File: src/rtl/trig_event_recorder.sv
// rtl/trig_event_recorder.sv - captures one timestamped record per trigger firing into a FIFO, read out as 5 x 32-bit words
// Optional: define TREC_HIT_ACCUM_EN to store the OR of the hit pattern over the fire cycle and the 3 cycles before it.
module trig_event_recorder #(
  parameter int DEPTH = 16,
  parameter int NCH   = 64,
  parameter int TS_W  = 56
) (
  input  logic                     clk_adc,
  input  logic                     nrst,
  input  logic [15:0]              trig_out,
  input  logic [7:0]               trig_id,
  input  logic [TS_W-1:0]          timestamp,
  input  logic [NCH-1:0]           hit_pattern,
  input  logic                     clear,
  input  logic                     rd_ready,
  output logic                     rd_valid,
  output logic [31:0]              rd_data,
  output logic                     rd_last,
  output logic [$clog2(DEPTH):0]   occupancy,
  output logic                     full,
  output logic [15:0]              drop_count
);

  localparam int AW = $clog2(DEPTH);
  localparam int RW = 8 + 16 + TS_W + NCH;

  logic              trig_any;
  logic              trig_any_q;
  logic              fire;
  logic              wr_en;
  logic              drop_en;
  logic              xfer;
  logic              pop;
  logic [15:0]       seq;
  logic [AW-1:0]     wr_ptr;
  logic [AW-1:0]     rd_ptr;
  logic [2:0]        w;
  logic [NCH-1:0]    hit_store;
  logic [RW-1:0]     mem [DEPTH];
  logic [RW-1:0]     rec;
  logic [7:0]        r_id;
  logic [15:0]       r_seq;
  logic [TS_W-1:0]   r_ts;
  logic [NCH-1:0]    r_hit;

  assign trig_any = |trig_out;
  assign fire     = trig_any & ~trig_any_q;

  // full is the registered state, so a pop in the same cycle cannot make room for a fire
  assign wr_en    = fire & ~full & ~clear;
  assign drop_en  = fire & full & ~clear;
  assign xfer     = rd_valid & rd_ready & ~clear;
  assign pop      = xfer & (w == 3'd4);

  assign rd_valid = (occupancy != '0);
  assign full     = (occupancy == (AW + 1)'(DEPTH));

  // Edge-detect register; keeps tracking through clear so a held pulse is not re-counted
  always_ff @(posedge clk_adc or negedge nrst) begin
    if (!nrst) begin
      trig_any_q <= 1'b0;
    end else begin
      trig_any_q <= trig_any;
    end
  end

`ifdef TREC_HIT_ACCUM_EN
  logic [NCH-1:0] hist_1;
  logic [NCH-1:0] hist_2;
  logic [NCH-1:0] hist_3;

  // Three-cycle hit history so slightly early hits still appear in the record
  always_ff @(posedge clk_adc or negedge nrst) begin
    if (!nrst) begin
      hist_1 <= '0;
      hist_2 <= '0;
      hist_3 <= '0;
    end else if (clear) begin
      hist_1 <= '0;
      hist_2 <= '0;
      hist_3 <= '0;
    end else begin
      hist_1 <= hit_pattern;
      hist_2 <= hist_1;
      hist_3 <= hist_2;
    end
  end

  assign hit_store = hit_pattern | hist_1 | hist_2 | hist_3;
`else
  assign hit_store = hit_pattern;
`endif

  // Record storage; contents need no reset because occupancy gates visibility
  always_ff @(posedge clk_adc) begin
    if (wr_en) begin
      mem[wr_ptr] <= {trig_id, seq, timestamp, hit_store};
    end
  end

  // Pointers, occupancy, sequence number, drop counter and word index
  always_ff @(posedge clk_adc or negedge nrst) begin
    if (!nrst) begin
      wr_ptr     <= '0;
      rd_ptr     <= '0;
      occupancy  <= '0;
      w          <= 3'd0;
      seq        <= 16'd0;
      drop_count <= 16'd0;
    end else if (clear) begin
      wr_ptr     <= '0;
      rd_ptr     <= '0;
      occupancy  <= '0;
      w          <= 3'd0;
      seq        <= 16'd0;
      drop_count <= 16'd0;
    end else begin
      if (wr_en) begin
        wr_ptr <= wr_ptr + AW'(1);
      end
      // Dropped events still consume a sequence number so gaps are visible downstream
      if (fire) begin
        seq <= seq + 16'd1;
      end
      if (drop_en && (drop_count != 16'hFFFF)) begin
        drop_count <= drop_count + 16'd1;
      end
      if (xfer) begin
        if (w == 3'd4) begin
          w      <= 3'd0;
          rd_ptr <= rd_ptr + AW'(1);
        end else begin
          w      <= w + 3'd1;
        end
      end
      case ({wr_en, pop})
        2'b10:   occupancy <= occupancy + (AW + 1)'(1);
        2'b01:   occupancy <= occupancy - (AW + 1)'(1);
        default: occupancy <= occupancy;
      endcase
    end
  end

  assign rec = mem[rd_ptr];
  assign {r_id, r_seq, r_ts, r_hit} = rec;

  // Show-ahead word mux over the head record; driven to zero when nothing is stored
  always_comb begin
    rd_data = 32'd0;
    rd_last = 1'b0;
    if (rd_valid) begin
      case (w)
        3'd0:    rd_data = {8'hE7, r_id, r_seq};
        3'd1:    rd_data = {8'h00, r_ts[55:32]};
        3'd2:    rd_data = r_ts[31:0];
        3'd3:    rd_data = r_hit[63:32];
        3'd4: begin
          rd_data = r_hit[31:0];
          rd_last = 1'b1;
        end
        default: rd_data = 32'd0;
      endcase
    end
  end

endmodule

File: config.mk
export PLATFORM = sky130hd
export DESIGN_NAME = trig_event_recorder
export DESIGN_NICKNAME = d
export VERILOG_FILES = /design/src/rtl/trig_event_recorder.sv
export SDC_FILE = /design/constraint.sdc
export NUM_CORES = 2
export LEC_CHECK = 0
export BUFFER_PORTS_ARGS = -buffer_cell sky130_fd_sc_hd__buf_4
export CORE_MARGIN = 4
export CORE_UTILIZATION = 48
export DETAILED_ROUTE_END_ITERATION = 7
export HOLD_SLACK_MARGIN = 0.15
export PLACE_DENSITY_LB_ADDON = 0.12
export SETUP_SLACK_MARGIN = 0.4
export SKIP_CTS_REPAIR_TIMING = 1
export SLEW_MARGIN = 20
export SYNTH_ARGS = -nofsm -noshare
export SYNTH_HDL_FRONTEND = slang
export SYNTH_SLANG_ARGS = --single-unit
export TNS_END_PERCENT = 20
File: constraint.sdc
create_clock -name clk_adc -period 15.22 [get_ports clk_adc]
set_input_delay 0.761 -clock clk_adc [delete_from_list [all_inputs] [get_ports clk_adc]]
set_output_delay 0.761 -clock clk_adc [all_outputs]
set_load 0.01 [all_outputs]
# Word-level counts from Yosys, hierarchy flattened
# Memories as Yosys holds them, arrays and structs flattened.
# Cells that the tools add are included.
[totals]
inputBits = 148
output_inout_bits = 56
word_cells = 65
ramBits = 2304
register_bits = 49
mem_count = 1
[memory_table]
columns = ["memory", "words", "width", "read_ports", "rd_clocked_by_memory_dff", "wr", "line", "text"]
rows = [
  ["mem", 16, 144, 1, 0, 1, "39", "logic [RW-1:0] mem [DEPTH];"],
]
[op_classes]
n_eq_ne = 8
reduce_logical = 11
add_sub_neg = 7
bitwise_logic = 11
muxes = 20
[ops]
columns = ["cell", "count"]
rows = [
  ["32-bit one-hot mux with 5 select lines", 1],
  ["16-bit two-way mux", 4],
  ["16-bit by 1-bit adder with 16-bit output (second input constant)", 2],
  ["32-bit two-way mux", 1],
  ["4-bit two-way mux", 5],
  ["16-bit inequality test (second input constant)", 1],
  ["16-bit OR reduction", 1],
  ["5-bit one-hot mux with 2 select lines", 1],
  ["2-bit nonzero test", 5],
  ["3-bit two-way mux", 3],
  ["4-bit by 1-bit adder with 4-bit output (second input constant)", 2],
  ["1-bit bitwise AND", 8],
  ["3-bit by 2-bit == test with 1-bit output (second input constant)", 2],
  ["5-bit by 1-bit adder with 5-bit output (second input constant)", 1],
  ["5-bit == test (second input constant)", 1],
  ["5-bit two-way mux", 1],
  ["5-bit nonzero test", 1],
  ["5-bit by 1-bit subtractor with 5-bit output (second input constant)", 1],
  ["1-bit two-way mux", 4],
  ["3-bit by 1-bit adder with 3-bit output (second input constant)", 1],
  ["3-bit by 1-bit == test with 1-bit output (second input constant)", 1],
  ["3-bit == test (second input constant)", 1],
  ["3-bit zero test", 1],
  ["1-bit inverter", 3],
  ["5 further kinds", 5],
]

# Depth between registers and ports, before layout
[depth]
ltp_word = 7
mapped_depth = 13
ltp_nobuf = 13

# Least setup slack after synthesis
# Ideal clock, no wire load.
[synth_timing]
path_type = "input -> register"
startpoint = "input port trig_out[9]"
endpoint = "memory mem[15][0] (netlist name) (enable)"
n_path_buf = 1
arrival_ns = 7.784
t_required_ns = 14.570
cell_stages = 6
setup_time_ns = 0.650
setup_slack_ns = 6.786
path_cell_list = "nor4_1 -> a41o_1 -> buf_2 -> nor2_1 -> nand2_1 -> nor2_1"
[synth_between]
elab_chain_cells = 6
[synth_rtl]
columns = ["element", "line", "text"]
rows = [
  ["from (decl)", "10", "input logic [15:0] trig_out,"],
  ["16-bit OR reduction", "46", "assign trig_any = |trig_out;"],
  ["1-bit bitwise AND", "47", "assign fire = trig_any & ~trig_any_q;"],
  ["1-bit bitwise AND (2 in a row)", "50", "assign wr_en = fire & ~full & ~clear;"],
  ["1-bit two-way mux", "96", "if (wr_en) begin"],
  ["1-bit two-way mux (not written as such)", "97", "mem[wr_ptr] <= {trig_id, seq, timestamp, hit_store};"],
  ["to (decl)", "39", ""],
]
# Every way passes these cells.

# Final worst setup path
[layout_timing]
startpoint = "register rd_ptr[0]"
endpoint = "output port rd_data[23]"
[layout_between]
elab_chain_cells = 3
[layout_rtl]
columns = ["element", "line", "text"]
rows = [
  ["from (decl)", "36", "logic [AW-1:0] rd_ptr;"],
  ["from (signal assigned)", "131", "rd_ptr <= rd_ptr + AW'(1);"],
  ["memory read 16 x 144 bit", "--", ""],
  ["32-bit one-hot mux with 5 select lines", "152", "case (w)"],
  ["32-bit two-way mux", "151", "if (rd_valid) begin"],
  ["to (decl)", "17", "output logic [31:0] rd_data,"],
]
# Every way passes these cells.

==> metrics.md <==
| Metric | Value |
|---|---|
| FF+latch count, synth | `about 2400` |
| Post-detailed-route wirelength per cell | `31.6 um` |
| Internal power summed over all cells | `just over 0.01 W` |
| Switching power total | `0.00249 W` |
| Sum of negative setup slack | `0 ps` |
| Wire length of the first global-routing pass | `336000 um` |
| Clock buffers created by TritonCTS | `235` |
| Max-cap check violation count | `0` |
| Post-placement cell area | `95500 sq um` |
| Net count of the mapped netlist | `4612` |
| Via total after detailed routing | `45100` |
| Seq pwr share | `55.8%` |
| Antenna violations before repair | `30` |
| Biggest area contributors in the synthesized netlist | `edfxtp_1, mux4_2, mux2i_1` |
| Net count reported at finish | `~5000` |
| Dominant register cell in the synthesized netlist | `edfxtp_1` |
| Pin count of the biggest net entering global routing | `117` |
| Synthesis warning total | `0` |
| Starting Density | `48.3%` |
| Reported leakage power | `31.8 nW` |
| Die footprint | `197000 sq um` |
| Maximum buffer depth of the clock tree | `3` |
| Via count of the first global-routing pass | `46000` |
| Number of core rows | `159` |
| Number of vias per cell | `about 6.1` |
| Sink count of the clock tree | `2353` |
| Peak Freq | `140 MHz` |
| Crit-path max FO | `93` |
| Cell count of the worst hold path | `1` |
| Die Height | `443 um` |
| Area of all placed cells without fillers | `103000 sq um` |
| GR peak layer | `met2` |
| Met1 global-route usage | `33.5%` |
| Area leader, netlist | `edfxtp_1` |
| Switching fraction of total power | `19.6%` |
| Type of the most critical hold path | `in -> reg` |
| Category of the worst setup path launch point | `flop` |
| Overall global routing resource usage | `23.9%` |
| Transition time of the tightest slew-check pin | `1110 ps` |
| Final hold vios | `0` |
| Req. time, crit path | `14460 ps` |
| Fraction of final layout cells with drive strength greater than 1 | `between 20% and 30%` |
| Critical path class | `reg -> out` |
| Total Routed Length | `roughly 240000 um` |
| DRT iter0 DRCs | `4734` |
| Post-DRT Antenna Nets | `0` |
| Clock insertion delay at the later pin of the skew report | `860 ps` |
| Instance count of the mapped netlist | `between 4000 and 5000` |
| Filler cells | `14600` |
| Global-route met3 utilization | `4.81%` |
| Iteration count of the initial detailed-routing pass | `5` |
| Portion of total power attributed to the clock network | `43.4%` |
| Final setup violation count | `0` |
| Final global-route overflow total | `0` |
| Result of the run | `completed` |
| Clock Skew | `27.7 ps` |
| Chip Width | `443 um` |
| Global-route met2 utilization | `38.3%` |
| Clk slew on worst S/H paths | `60 ps` |
| Area growth, synth to finish | `13.1%` |
| Root Buffer Master | `clkbuf_16` |
| Proportion of synthesized flip-flops having asynchronous set or reset | `2.08%` |
| Maximum level of the CTS H-tree | `4` |
| Post-Syn Area per Cell | `20.4 sq um` |
| Final weighted congestion in routability-driven placement | `approximately 0.73` |
| Data arrival time at the worst-slack endpoint | `6390 ps` |
| Number of enable flip-flop cells after synthesis | `between 2000 and 2500` |
| Sequential area share after synthesis | `77.4%` |
| Crit end category | `output pin` |
| Portion of total power attributed to combinational logic | `0.8%` |
| Final worst-path cycle share | `47.0%` |
| # DRC | `0` |
| Shortest period the worst path allows | `7150 ps` |
| Cell area after synthesis | `91000 sq um` |
| TritonCTS clock tree | `yes` |
| Power per cell area | `~120 nW/um^2` |
| Area share of the largest cell type after synthesis | `between 70% and 80%` |
| Max-slew violation total from the final report | `0` |
| Most frequent cells after synthesis | `edfxtp_1, mux2i_1, mux4_2, nand2_1, nand3_1` |
| Worst ir drop on vdd | `90.6 uV` |
| Top-count cell post-synth | `edfxtp_1` |
| I/O pin count | `between 200 and 250` |
| Buffers added on ports | `203` |
| Worst-case headroom to the max-slew limit | `25.3%` |
| Unique masters post-synth | `61` |
| Unrepaired setup endpoints after global routing | `false` |
| Cell count of the worst reg-to-reg path | `6` |
| Core outline area | `188000 sq um` |
| Placed wire-length estimate | `roughly 120000 um` |
[worst max-delay path, cell delays in order, from the launching register on]
cell,delay (ps)
dfrtp_4,1000
buf_4,800
buf_12,630
buf_4,760
mux4_2,580
mux2i_1,120
o21ai_0,220
a32oi_1,630
a31oi_1,290
buf_4,210
[per-stage QoR]
stage          setup slack [ps]  hold WS, ps  std cells  total power [W]  util (%)
6_report                   8070          189       7458           0.0127      54.6
5_1_grt                    7510          158       7453           0.0131      54.6
4_1_cts                    7890        -76.7       7442           0.0128      54.6
3_5_place_dp               8830          569       7014          0.00734      50.7
3_3_place_gp               8860          562       7014          0.00733      50.7
2_1_floorplan              6790          465       4450          0.00724         -
[cells by family after synthesis]
family,Yosys count,share of synthesized area (%)
compound gates,366,2.81
fa+ha+maj,14,0.193
buf+inv,251,1.47
xor+xnor,35,0.337
mux,853,14.8
flops,2353,77.4
simple gates,578,2.95
[power by group through the flow]
stage / clock [W] / combinational (W) / sequential (W)
after floorplan: 0 / 0.00000253 / 0.00724
after global placement: 0 / 0.000101 / 0.00723
after detailed placement: 0 / 0.000106 / 0.00723
after CTS: 0.00561 / 0.000106 / 0.00709
after global routing: 0.00591 / 0.000117 / 0.00709
final: 0.00551 / 0.000105 / 0.00710
[worst paths after layout]
kind                            start             to  slack (ps)
setup / recovery            rd_ptr[0]    rd_data[23]        8070
hold / removal             trig_id[6]   mem[15][142]         190
setup reg to reg           trig_any_q      mem[1][9]       10310
hold reg to reg                  w[1]           w[1]         580
max in group asynchronous        nrst      rd_ptr[3]       14110
min in group asynchronous        nrst  drop_count[6]         500
[per-layer routing]
layer  share of wire, %  vias up
met5              0.028        -
met4                2.6       10
met3                7.2      336
met2                 48     1700
met1                 42    24100
li1                   -    19000
[sequential cells by signal, summed over array words and instances, names as in the netlist]
signal,flops
mem,2304
w,3
rd_ptr,4
wr_ptr,4
drop_count,16
trig_any_q,1
occupancy,5
seq,16
[cells in the final DEF, fill, tap and decap left out, drive strengths merged, types with 28 or more instances in the layout]
cell type  instances
nor2              98
nand3            172
dfrtp             49
clkbuf           304
mux4             395
clkinv            92
nand4             28
nand2            200
o21ai             33
mux2i            457
o22ai             39
a22oi            167
buf              307
edfxtp          2304
a21oi             47
[area by class of cell]
class,instances,area (sq um),area share (%)
flip-flops and latches,2353,70400,68.5
multi-input cells,1846,19400,18.8
clock buffers,304,6190,6.02
well taps,2495,3120,3.04
repair buffers,311,2530,2.46
clock inverters,124,1110,1.08
inverters,13,58.8,0.0572
diodes,12,30.0,0.0292
No activity file was read; power rests on OpenSTA's default activity.
